--- config.mk ---
export PLATFORM = sky130hd
export DESIGN_NAME = alu_cmd_dispatcher_flat
export DESIGN_NICKNAME = d
export VERILOG_FILES = /design/src/rtl/alu_cmd_dispatcher_pkg.sv /design/src/rtl/alu_cmd_dispatcher_if.sv /design/src/rtl/alu_cmd_dispatcher_fifo.sv /design/src/rtl/alu_cmd_dispatcher.sv /design/src/flat_wrapper.sv
export SDC_FILE = /design/constraint.sdc
export NUM_CORES = 1
export LEC_CHECK = 0
export CAP_MARGIN = 20
export CELL_PAD_IN_SITES_DETAIL_PLACEMENT = 0
export CELL_PAD_IN_SITES_GLOBAL_PLACEMENT = 1
export CORE_UTILIZATION = 30
export CTS_BUF_LIST = sky130_fd_sc_hd__clkbuf_4 sky130_fd_sc_hd__clkbuf_8 sky130_fd_sc_hd__clkbuf_16
export DETAILED_ROUTE_END_ITERATION = 12
export PLACE_DENSITY_LB_ADDON = 0.12
export SYNTH_ARGS = -nofsm -noshare
export SYNTH_HDL_FRONTEND = slang
export SYNTH_SLANG_ARGS = --single-unit
export TNS_END_PERCENT = 50
--- constraint.sdc ---
create_clock -name clk -period 2.6 [get_ports clk]
set_input_delay 0.52 -clock clk [delete_from_list [all_inputs] [get_ports clk]]
set_output_delay 0.52 -clock clk [all_outputs]
set_load 0.01 [all_outputs]
--- src/rtl/alu_cmd_dispatcher_pkg.sv ---
// Shared definitions for the ALU command dispatcher: field widths, opcode
// encodings understood by alu_top, and the dispatcher FSM states.
package alu_cmd_dispatcher_pkg;

  localparam int OP_W   = 3;
  localparam int DATA_W = 8;
  localparam int RES_W  = 16;

  localparam logic [OP_W-1:0] OP_ADD = 3'b000;
  localparam logic [OP_W-1:0] OP_SUB = 3'b001;
  localparam logic [OP_W-1:0] OP_MUL = 3'b010;
  localparam logic [OP_W-1:0] OP_DIV = 3'b011;
  localparam logic [OP_W-1:0] OP_AND = 3'b100;
  localparam logic [OP_W-1:0] OP_OR  = 3'b101;
  localparam logic [OP_W-1:0] OP_XOR = 3'b110;

  typedef enum logic [1:0] {
    ST_IDLE  = 2'd0,
    ST_ISSUE = 2'd1,
    ST_WAIT  = 2'd2,
    ST_RESP  = 2'd3
  } state_t;

endpackage

--- src/rtl/alu_cmd_dispatcher_if.sv ---
// Command, ALU-issue and response channels of the dispatcher. The dispatcher
// connects through the slave modport; its environment uses master.
interface alu_cmd_dispatcher_if
  import alu_cmd_dispatcher_pkg::*;
#(
  parameter int TAG_W      = 4,
  parameter int FIFO_DEPTH = 4
);

  logic                               cmd_valid;
  logic                               cmd_ready;
  logic [OP_W-1:0]                    cmd_op;
  logic [DATA_W-1:0]                  cmd_a;
  logic [DATA_W-1:0]                  cmd_b;
  logic [TAG_W-1:0]                   cmd_tag;

  logic                               alu_start;
  logic [OP_W-1:0]                    alu_op;
  logic [DATA_W-1:0]                  alu_a;
  logic [DATA_W-1:0]                  alu_b;
  logic                               alu_done;
  logic [RES_W-1:0]                   alu_result;

  logic                               rsp_valid;
  logic                               rsp_ready;
  logic [RES_W-1:0]                   rsp_result;
  logic [OP_W-1:0]                    rsp_op;
  logic [TAG_W-1:0]                   rsp_tag;
  logic                               rsp_timeout;

  logic [$clog2(FIFO_DEPTH+1)-1:0]    fifo_count;

  modport slave (
    input  cmd_valid, cmd_op, cmd_a, cmd_b, cmd_tag,
    output cmd_ready,
    output alu_start, alu_op, alu_a, alu_b,
    input  alu_done, alu_result,
    output rsp_valid, rsp_result, rsp_op, rsp_tag, rsp_timeout,
    input  rsp_ready,
    output fifo_count
  );

  modport master (
    output cmd_valid, cmd_op, cmd_a, cmd_b, cmd_tag,
    input  cmd_ready,
    input  alu_start, alu_op, alu_a, alu_b,
    output alu_done, alu_result,
    input  rsp_valid, rsp_result, rsp_op, rsp_tag, rsp_timeout,
    output rsp_ready,
    input  fifo_count
  );

endinterface

--- src/rtl/alu_cmd_dispatcher_fifo.sv ---
// Synchronous show-ahead FIFO holding packed commands; the head entry is
// visible on rdata whenever the FIFO is non-empty.
module alu_cmd_fifo #(
  parameter int DEPTH = 4,
  parameter int WIDTH = 23
) (
  input  logic                           clk,
  input  logic                           reset,
  input  logic                           push,
  input  logic [WIDTH-1:0]               wdata,
  input  logic                           pop,
  output logic [WIDTH-1:0]               rdata,
  output logic                           full,
  output logic                           empty,
  output logic [$clog2(DEPTH+1)-1:0]     count
);

  localparam int PTR_W = $clog2(DEPTH);
  localparam int CNT_W = $clog2(DEPTH+1);

  logic [WIDTH-1:0] mem [DEPTH];
  logic [PTR_W-1:0] wr_ptr;
  logic [PTR_W-1:0] rd_ptr;
  logic [CNT_W-1:0] count_q;
  logic             do_push;
  logic             do_pop;

  assign full    = (count_q == CNT_W'(DEPTH));
  assign empty   = (count_q == '0);
  assign do_push = push && !full;
  assign do_pop  = pop && !empty;

  // NOTE: storage is deliberately left out of reset; only pointers and count
  // define validity, and a resettable array would cost a flop-reset per bit.
  always_ff @(posedge clk) begin
    if (do_push) mem[wr_ptr] <= wdata;
  end

  // DEPTH is a power of two, so pointer overflow is the wrap.
  always_ff @(posedge clk) begin
    if (reset) begin
      wr_ptr  <= '0;
      rd_ptr  <= '0;
      count_q <= '0;
    end else begin
      if (do_push) wr_ptr <= wr_ptr + 1'b1;
      if (do_pop)  rd_ptr <= rd_ptr + 1'b1;
      case ({do_push, do_pop})
        2'b10:   count_q <= count_q + 1'b1;
        2'b01:   count_q <= count_q - 1'b1;
        default: count_q <= count_q;
      endcase
    end
  end

  assign rdata = mem[rd_ptr];
  assign count = count_q;

endmodule

--- src/rtl/alu_cmd_dispatcher.sv ---
// Queues tagged ALU commands, issues them one at a time to alu_top and
// returns result plus tag, or a timeout if the ALU never reports done.
module alu_cmd_dispatcher
  import alu_cmd_dispatcher_pkg::*;
#(
  parameter int FIFO_DEPTH = 4,
  parameter int TAG_W      = 4,
  parameter int TIMEOUT    = 64
) (
  input  logic                 clk,
  input  logic                 reset,
  alu_cmd_dispatcher_if.slave  bus
);

  localparam int CMD_W  = OP_W + 2*DATA_W + TAG_W;
  localparam int CNT_W  = $clog2(TIMEOUT);
  localparam int FCNT_W = $clog2(FIFO_DEPTH+1);

  state_t              state_q;
  state_t              state_d;
  logic                push;
  logic                pop;
  logic                full;
  logic                empty;
  logic [CMD_W-1:0]    head;
  logic [FCNT_W-1:0]   count;

  logic [OP_W-1:0]     op_q;
  logic [DATA_W-1:0]   a_q;
  logic [DATA_W-1:0]   b_q;
  logic [TAG_W-1:0]    tag_q;
  logic [CNT_W-1:0]    wait_cnt_q;
  logic [RES_W-1:0]    rsp_result_q;
  logic                rsp_timeout_q;
  logic                wait_expired;

  assign push         = bus.cmd_valid && !full;
  assign pop          = (state_q == ST_IDLE) && !empty;
  assign wait_expired = (wait_cnt_q == CNT_W'(TIMEOUT-1));

  alu_cmd_fifo #(
    .DEPTH (FIFO_DEPTH),
    .WIDTH (CMD_W)
  ) u_fifo (
    .clk   (clk),
    .reset (reset),
    .push  (push),
    .wdata ({bus.cmd_op, bus.cmd_a, bus.cmd_b, bus.cmd_tag}),
    .pop   (pop),
    .rdata (head),
    .full  (full),
    .empty (empty),
    .count (count)
  );

  // NOTE: clocked state uses <= so every flop samples pre-edge values,
  // independent of the order the always_ff blocks are evaluated in.
  always_ff @(posedge clk) begin
    if (reset) state_q <= ST_IDLE;
    else       state_q <= state_d;
  end

  // NOTE: the default assignment up front keeps every path driven, so no
  // latch is inferred for state_d.
  always_comb begin
    state_d = state_q;
    case (state_q)
      ST_IDLE:  if (!empty) state_d = ST_ISSUE;
      ST_ISSUE: state_d = ST_WAIT;
      ST_WAIT:  if (bus.alu_done || wait_expired) state_d = ST_RESP;
      ST_RESP:  if (bus.rsp_ready) state_d = ST_IDLE;
      default:  state_d = ST_IDLE;
    endcase
  end

  // Done is only looked at in WAIT, so a level left over from a previous
  // command cannot complete the one just issued.
  always_ff @(posedge clk) begin
    if (reset) begin
      op_q          <= '0;
      a_q           <= '0;
      b_q           <= '0;
      tag_q         <= '0;
      wait_cnt_q    <= '0;
      rsp_result_q  <= '0;
      rsp_timeout_q <= 1'b0;
    end else begin
      if (pop) {op_q, a_q, b_q, tag_q} <= head;
      if (state_q == ST_ISSUE)     wait_cnt_q <= '0;
      else if (state_q == ST_WAIT) wait_cnt_q <= wait_cnt_q + 1'b1;
      if (state_q == ST_WAIT) begin
        if (bus.alu_done) begin
          rsp_result_q  <= bus.alu_result;
          rsp_timeout_q <= 1'b0;
        end else if (wait_expired) begin
          rsp_result_q  <= '0;
          rsp_timeout_q <= 1'b1;
        end
      end
    end
  end

  always_comb begin
    bus.alu_start = (state_q == ST_ISSUE);
    bus.rsp_valid = (state_q == ST_RESP);
    bus.cmd_ready = !full;
  end

  assign bus.alu_op      = op_q;
  assign bus.alu_a       = a_q;
  assign bus.alu_b       = b_q;
  assign bus.rsp_result  = rsp_result_q;
  assign bus.rsp_op      = op_q;
  assign bus.rsp_tag     = tag_q;
  assign bus.rsp_timeout = rsp_timeout_q;
  assign bus.fifo_count  = count;

endmodule

--- src/flat_wrapper.sv ---
// flat-port wrapper written by rule: the top's interface ports become plain ports
module alu_cmd_dispatcher_flat import alu_cmd_dispatcher_pkg::*;
#(
  parameter int FIFO_DEPTH = 4,
  parameter int TAG_W      = 4,
  parameter int TIMEOUT    = 64
)
  (clk, reset, bus_cmd_valid, bus_cmd_op, bus_cmd_a, bus_cmd_b, bus_cmd_tag, bus_cmd_ready, bus_alu_start, bus_alu_op, bus_alu_a, bus_alu_b, bus_alu_done, bus_alu_result, bus_rsp_valid, bus_rsp_result, bus_rsp_op, bus_rsp_tag, bus_rsp_timeout, bus_rsp_ready, bus_fifo_count);
  alu_cmd_dispatcher_if #(.TAG_W(TAG_W), .FIFO_DEPTH(FIFO_DEPTH)) bus_i ();
  input  logic clk;
  input  logic reset;
  input wire logic [$bits(bus_i.cmd_valid)-1:0] bus_cmd_valid;
  input wire logic [$bits(bus_i.cmd_op)-1:0] bus_cmd_op;
  input wire logic [$bits(bus_i.cmd_a)-1:0] bus_cmd_a;
  input wire logic [$bits(bus_i.cmd_b)-1:0] bus_cmd_b;
  input wire logic [$bits(bus_i.cmd_tag)-1:0] bus_cmd_tag;
  output wire logic [$bits(bus_i.cmd_ready)-1:0] bus_cmd_ready;
  output wire logic [$bits(bus_i.alu_start)-1:0] bus_alu_start;
  output wire logic [$bits(bus_i.alu_op)-1:0] bus_alu_op;
  output wire logic [$bits(bus_i.alu_a)-1:0] bus_alu_a;
  output wire logic [$bits(bus_i.alu_b)-1:0] bus_alu_b;
  input wire logic [$bits(bus_i.alu_done)-1:0] bus_alu_done;
  input wire logic [$bits(bus_i.alu_result)-1:0] bus_alu_result;
  output wire logic [$bits(bus_i.rsp_valid)-1:0] bus_rsp_valid;
  output wire logic [$bits(bus_i.rsp_result)-1:0] bus_rsp_result;
  output wire logic [$bits(bus_i.rsp_op)-1:0] bus_rsp_op;
  output wire logic [$bits(bus_i.rsp_tag)-1:0] bus_rsp_tag;
  output wire logic [$bits(bus_i.rsp_timeout)-1:0] bus_rsp_timeout;
  input wire logic [$bits(bus_i.rsp_ready)-1:0] bus_rsp_ready;
  output wire logic [$bits(bus_i.fifo_count)-1:0] bus_fifo_count;
  assign bus_i.cmd_valid = bus_cmd_valid;
  assign bus_i.cmd_op = bus_cmd_op;
  assign bus_i.cmd_a = bus_cmd_a;
  assign bus_i.cmd_b = bus_cmd_b;
  assign bus_i.cmd_tag = bus_cmd_tag;
  assign bus_cmd_ready = bus_i.cmd_ready;
  assign bus_alu_start = bus_i.alu_start;
  assign bus_alu_op = bus_i.alu_op;
  assign bus_alu_a = bus_i.alu_a;
  assign bus_alu_b = bus_i.alu_b;
  assign bus_i.alu_done = bus_alu_done;
  assign bus_i.alu_result = bus_alu_result;
  assign bus_rsp_valid = bus_i.rsp_valid;
  assign bus_rsp_result = bus_i.rsp_result;
  assign bus_rsp_op = bus_i.rsp_op;
  assign bus_rsp_tag = bus_i.rsp_tag;
  assign bus_rsp_timeout = bus_i.rsp_timeout;
  assign bus_i.rsp_ready = bus_rsp_ready;
  assign bus_fifo_count = bus_i.fifo_count;
  alu_cmd_dispatcher #(.FIFO_DEPTH(FIFO_DEPTH), .TAG_W(TAG_W), .TIMEOUT(TIMEOUT)) u_core (.clk(clk), .reset(reset), .bus(bus_i));
endmodule
==> results of run 1 <==
[registers in the layout (all words and copies together) (netlist names), 3 cells and up]
register / cells
u_core.u_fifo.mem: 92
u_core.bus.rsp_result: 16
u_core.bus.alu_a: 8
u_core.bus.alu_b: 8
u_core.wait_cnt_q: 6
u_core.bus.rsp_tag: 4
u_core.bus.alu_op: 3
u_core.u_fifo.count: 3
[kinds of logic after synthesis]
logic type / after synthesis / share of synthesized area [%]
AND/OR/NAND/NOR: 96 / 7.32
multiplexers: 26 / 10.0
flip-flops: 147 / 68.2
buffers and inverters: 33 / 3.87
adder cells (fa/ha/maj): 12 / 2.78
XOR/XNOR: 9 / 1.39
AO/OA/AOI/OAI: 65 / 6.39
[final cells by class]
| class | count | area [µm²] |
|---|---|---|
| clock buffers | 19 | 440 |
| clock inverters | 13 | 183 |
| fillers | 1682 | 10800 |
| inverters | 8 | 33.8 |
| multi-input cells | 208 | 1580 |
| flip-flops and latches | 147 | 3860 |
| well taps | 229 | 287 |
| repair buffers | 103 | 1060 |
[stage by stage]
step	area (µm²)	cells	hold WS (ns)	setup slack, ns	util [%]
after floorplan	5660	388	0.454	0.334	-
after global placement	6830	695	0.447	0.0603	37.5
after detailed placement	6830	695	0.446	0.00743	37.5
after CTS	7450	727	0.454	0.285	40.9
after global routing	7450	727	0.476	0.257	40.9
final	7450	727	0.452	0.312	40.9
[metal layers]
layer	track usage, %	vias up	wire (µm)
met4	4.91	0	156
met3	3.96	11	452
met5	0	-	0
li1	-	1601	-
met2	21.9	68	5810
met1	15.9	1632	5640
[how the worst max path moves through the flow]
stage	cells past startpoint	to	from	slack (ns)
floorplan	10	u_core.u_fifo.count[2]$_SDFFE_PP0P_	u_core.u_fifo.count[0]$_SDFFE_PP0P_	0.33
global placement	8	u_core.u_fifo.count[2]$_SDFFE_PP0P_	bus_cmd_valid	0.06
detailed placement	8	u_core.u_fifo.count[2]$_SDFFE_PP0P_	bus_cmd_valid	0.007
CTS	2	bus_cmd_ready	u_core.u_fifo.count[0]$_SDFFE_PP0P_	0.29
global route	2	bus_cmd_ready	u_core.u_fifo.count[2]$_SDFFE_PP0P_	0.26
finish	2	bus_cmd_ready	u_core.u_fifo.count[0]$_SDFFE_PP0P_	0.31
[synthesized netlist by cell type (3+ instances only)]
library cell | count | area, µm²
edfxtp_1 | 92 | 2760
inv_1 | 6 | 22.5
o21ai_0 | 17 | 85.1
xnor2_1 | 4 | 35.0
nand2b_1 | 3 | 18.8
a21oi_1 | 41 | 205
and3_1 | 5 | 31.3
buf_2 | 5 | 25.0
nor2_1 | 10 | 37.5
clkbuf_1 | 6 | 22.5
nand2_1 | 67 | 251
ha_1 | 11 | 138
mux4_1 | 5 | 131
mux2i_1 | 3 | 30.0
xor2_1 | 5 | 43.8
mux4_2 | 18 | 405
dfxtp_1 | 55 | 1100
buf_4 | 8 | 60.1
buf_6 | 3 | 33.8
[worst min-delay path, stage by stage (launching register included)]
cell and delay [ns]:
dfxtp_1 0.30, nand2_1 0.05, a21oi_1 0.05
[where the power goes]
group | switching (mW) | internal [mW]
sequential | 0.225 | 2.85
clock | 0.948 | 1.63
combinational | 1.10 | 1.09
total | 2.27 | 5.57
==> results.md, run 1 <==
* Die Width at 139 µm
* Worst IR Drop VDD at 582 µV
* Synth cell types at 39
* Crit path largest cell delay at 0.54 ns
* Drt first pass iters at 6
* Initial Utilization at 31.1%
* R2R cell count at 8
* Area of the die at 19400 µm²
* Clk sinks at 147
* Root buf cell: clkbuf_16
* Setup CP Type: reg2out
* Max-cap viol count at 0
* # port buffers at 92
* DRT iter0 DRCs at 109
* Hold WC Path Type: reg2reg
* Critical path data required time at 2.08 ns
* Postcts setup bufs at 0
* Most frequent cells in the layout: edfxtp_1 (92), clkdlybuf4s50_1 (91), nand2_1 (67)
* Post-synth ARST share at 0%
* Total design power at 7.84 mW
* Power per cell area at 1050 nW/µm²
* Reg2Reg Setup Slack at 0.44 ns
* Cell count after synthesis at 388
* Clk pin slew, worst setup/hold paths at 0.06 ns
* Leakage at 2.52 nW
* Hold EP: u_core.bus.alu_b[2]$_SDFFE_PP0P_
* DR vias at 3312
* Crit path time final at 2.29 ns
* Slew Limit Fails at 0
* Routed WL at 12100 µm
* Clock buffer depth at 2
* Final GP Congestion at 0.697
* Number of core rows at 49
* Post-synth EDFFs at 92
* Syn. warnings at 0
* FF+latch count, synth at 147
* CTS hold repair buffers at 0
* Post-route setup TNS at 0 ns
* Num CTS Buffers at 17
* Syn Std Cell Area at 5660 µm²
* Hold path cells at 2
* Global-route wire length before repair at 19000 µm
* Post-Syn Nets at 444
* Largest net degree at the start of global routing at 37
* DP HPWL at 7490 µm
* Clk_lat worst skew at 0.42 ns
* Layout cell share with drive strength beyond 1 at 13.9%
* Post-DR vias/cell at 4.56
* Drt wl/cell at 16.6 µm
* R2r endpoint: u_core.u_fifo.count[2]$_SDFFE_PP0P_
* Gr ovfl total at 0
* Antenna diode count at 0
* Buf/Inv on CP at 1
* CP delay by family, top: buffers and inverters
* Seq/Total Area, Yosys at 68.2%
* Final setup violation count at 0
* Final worst path period share at 88.0%
* DRC viols at 0
* Antenna viol nets, final at 0
* Status: completed
* Dominant synthesized flop cell: edfxtp_1
* Slew at the pin closest to its max-slew limit at 0.605 ns
* I/O Pins at 93
* Worst hold start: u_core.bus.alu_b[2]$_SDFFE_PP0P_
* Slowest cell on the critical path: clkdlybuf4s50_1
* Max FO, Critical Path at 6
* Max transition margin at 59.7%
* NumNets Final at 541
* Initial antenna violation count at 0
* Die H at 139 µm
* Most common cell after layout, fill and taps aside: edfxtp_1
* Total track usage at 13.1%
* Synth Area per Inst at 14.6 µm²
* Core Area at 18200 µm²
* Unrepaired setup endpoints after global routing: false
* Setup crit end kind: primary output
* Post-CTS sizing at 0
* Skew final at 0.00996 ns
* CTS tree: done
* Number of global-route vias before repair at 3437
* Achievable Freq at 437 MHz
* Crit path launch type: flip-flop
* Final Hold Vio Count at 0
* Area delta synth->final at 31.6%
* H-tree levels at 4
* Worst EP arrival at 1.77 ns
* Worst-path cell chain: or3b_4 > clkdlybuf4s50_1
* Reg2reg start: u_core.u_fifo.count[0]$_SDFFE_PP0P_
No activity file was read; power rests on OpenSTA's default activity.
==> inputs of run 2 (changes only) <==
--- a/config.mk
+++ b/config.mk
@@ -6,8 +6,6 @@
 export NUM_CORES = 1
 export LEC_CHECK = 0
 export CAP_MARGIN = 20
-export CELL_PAD_IN_SITES_DETAIL_PLACEMENT = 0
-export CELL_PAD_IN_SITES_GLOBAL_PLACEMENT = 1
 export CORE_UTILIZATION = 30
 export CTS_BUF_LIST = sky130_fd_sc_hd__clkbuf_4 sky130_fd_sc_hd__clkbuf_8 sky130_fd_sc_hd__clkbuf_16
 export DETAILED_ROUTE_END_ITERATION = 12
==> results.md, run 2 (synthesis gave the netlist of run 1 again) <==
* Slew Limit Fails at 0
* WP depth at 2
* Area of the die at 19400 µm²
* Hold path cells at 2
* Drt first pass iters at 4
* Area delta synth->final at 30.2%
* Final setup violation count at 0
* Final worst path period share at 86.6%
* Status: completed
* Power per cell area at 1050 nW/µm²
* Setup crit end kind: primary output
* Crit path largest cell delay at 0.50 ns
* Reg2Reg Setup Slack at 0.43 ns
* Layout cell share with drive strength beyond 1 at 13.7%
* Skew final at 0.00915 ns
* Die H at 139 µm
* Total track usage at 13.0%
* Post-CTS sizing at 0
* Hold WC Path Type: reg2reg
* Initial antenna violation count at 0
* Buf/Inv on CP at 1
* Global-route wire length before repair at 18800 µm
* Setup CP Type: reg2out
* Post-DR vias/cell at 4.56
* Postcts setup bufs at 0
* DR vias at 3304
* Max-cap viol count at 0
* Multi-input logic area at 1580 µm²
* DRC viols at 0
* Slowest cell on the critical path: clkdlybuf4s50_1
* Antenna viol nets, final at 0
* Gr ovfl total at 0
* CP delay by family, top: buffers and inverters
* Leakage at 2.49 nW
* Most flop-heavy register: u_core.u_fifo.mem
* Drt wl/cell at 16.2 µm
* DP HPWL at 7310 µm
* Clock buffer depth at 2
* Final GP Congestion at 0.761
* Number of core rows at 49
* Number of global-route vias before repair at 3414
* Num CTS Buffers at 17
* Crit path launch type: flip-flop
* Clk_lat worst skew at 0.42 ns
* Antenna diode count at 0
* H-tree levels at 4
* Root buf cell: clkbuf_16
* Slew at the pin closest to its max-slew limit at 0.662 ns
* I/O Pins at 93
* Worst-path cell chain: or3b_4 > clkdlybuf4s50_1
* Most common cell after layout, fill and taps aside: edfxtp_1
* Max transition margin at 55.9%
* Largest register FFs at 92
* Clk sinks at 147
* Reg area at 3860 µm²
* CTS tree: done
* Largest net degree at the start of global routing at 32
* # port buffers at 92
* Final Hold Vio Count at 0
* Routed WL at 11700 µm
* Max FO, Critical Path at 6
* FILL cells at 1658
* CTS hold repair buffers at 0
* Core Area at 18200 µm²
* Unrepaired setup endpoints after global routing: false
* Min Hold Slack at 0.452 ns
* R2R cell count at 8
* Worst EP arrival at 1.73 ns
* NumNets Final at 539
* Achievable Freq at 444 MHz
* Clk pin slew, worst setup/hold paths at 0.06 ns
* Post-route setup TNS at 0 ns
* Die Width at 139 µm
* Critical path data required time at 2.08 ns
* Crit path time final at 2.25 ns
* Most frequent cells in the layout: edfxtp_1 (92), clkdlybuf4s50_1 (91), nand2_1 (67)
* Initial Utilization at 31.1%
* DRT iter0 DRCs at 123
* Worst IR Drop VDD at 480 µV
[run 2: changes by cell type in the layout (fill, tap and decap cells not counted)]
| cell | change |
|---|---|
| clkbuf_4 | -1 |
| clkinv_2 | +1 |
| clkinv_4 | -1 |
| inv_6 | +1 |
| buf_12 | -4 |
| inv_8 | +2 |
| buf_4 | +2 |
| bufinv_16 | -1 |
| clkinv_1 | -1 |
[run 2: metrics by stage]
step	util, %	instances	worst slack [ns]	total power, mW	area, µm²
final	40.5	725	0.347	7.74	7370
after detailed placement	37.1	693	0.0387	5.35	6760
after global routing	40.5	725	0.262	8.19	7370
after CTS	40.5	725	0.320	7.90	7370
after global placement	37.1	693	0.0709	5.31	6760
after floorplan	-	388	0.334	4.56	5660
[run 2: report_power, final]
part | leakage, nW | internal, mW | switching [mW]
logic | 0.900 | 1.06 | 1.10
registers | 1.29 | 2.85 | 0.215
clock network | 0.296 | 1.54 | 0.980
total | 2.49 | 5.45 | 2.30
[run 2: worst min-delay path, delay by kind of cell (launching register included)]
kind	cells	cell delay (ns)
compound gates	1	0.05
flops	1	0.31
simple gates	1	0.05
[run 2: final timing paths]
kind | from | to
max | u_core.u_fifo.count[2]$_SDFFE_PP0P_ | bus_cmd_ready
min | u_core.bus.alu_a[3]$_SDFFE_PP0P_ | u_core.bus.alu_a[3]$_SDFFE_PP0P_
max reg2reg | u_core.u_fifo.count[0]$_SDFFE_PP0P_ | u_core.u_fifo.count[2]$_SDFFE_PP0P_
min reg2reg | u_core.bus.alu_a[3]$_SDFFE_PP0P_ | u_core.bus.alu_a[3]$_SDFFE_PP0P_
[run 2: area by class of cell]
type | instances | area share, %
clock buffer | 18 | 5.87
clock inverter | 14 | 2.39
inverter | 8 | 0.458
multi-input combinational | 208 | 21.4
sequential | 147 | 52.4
tap | 229 | 3.89
timing repair buffer | 101 | 13.5
[run 2: per-layer routing]
layer / global-route usage [%] / up-vias / share of wire (%)
li1: - / 1604 / -
met1: 15.9 / 1590 / 46
met2: 21.4 / 97 / 47
met3: 4.23 / 13 / 5.1
met4: 4.85 / 0 / 1.3
met5: 0 / - / 0
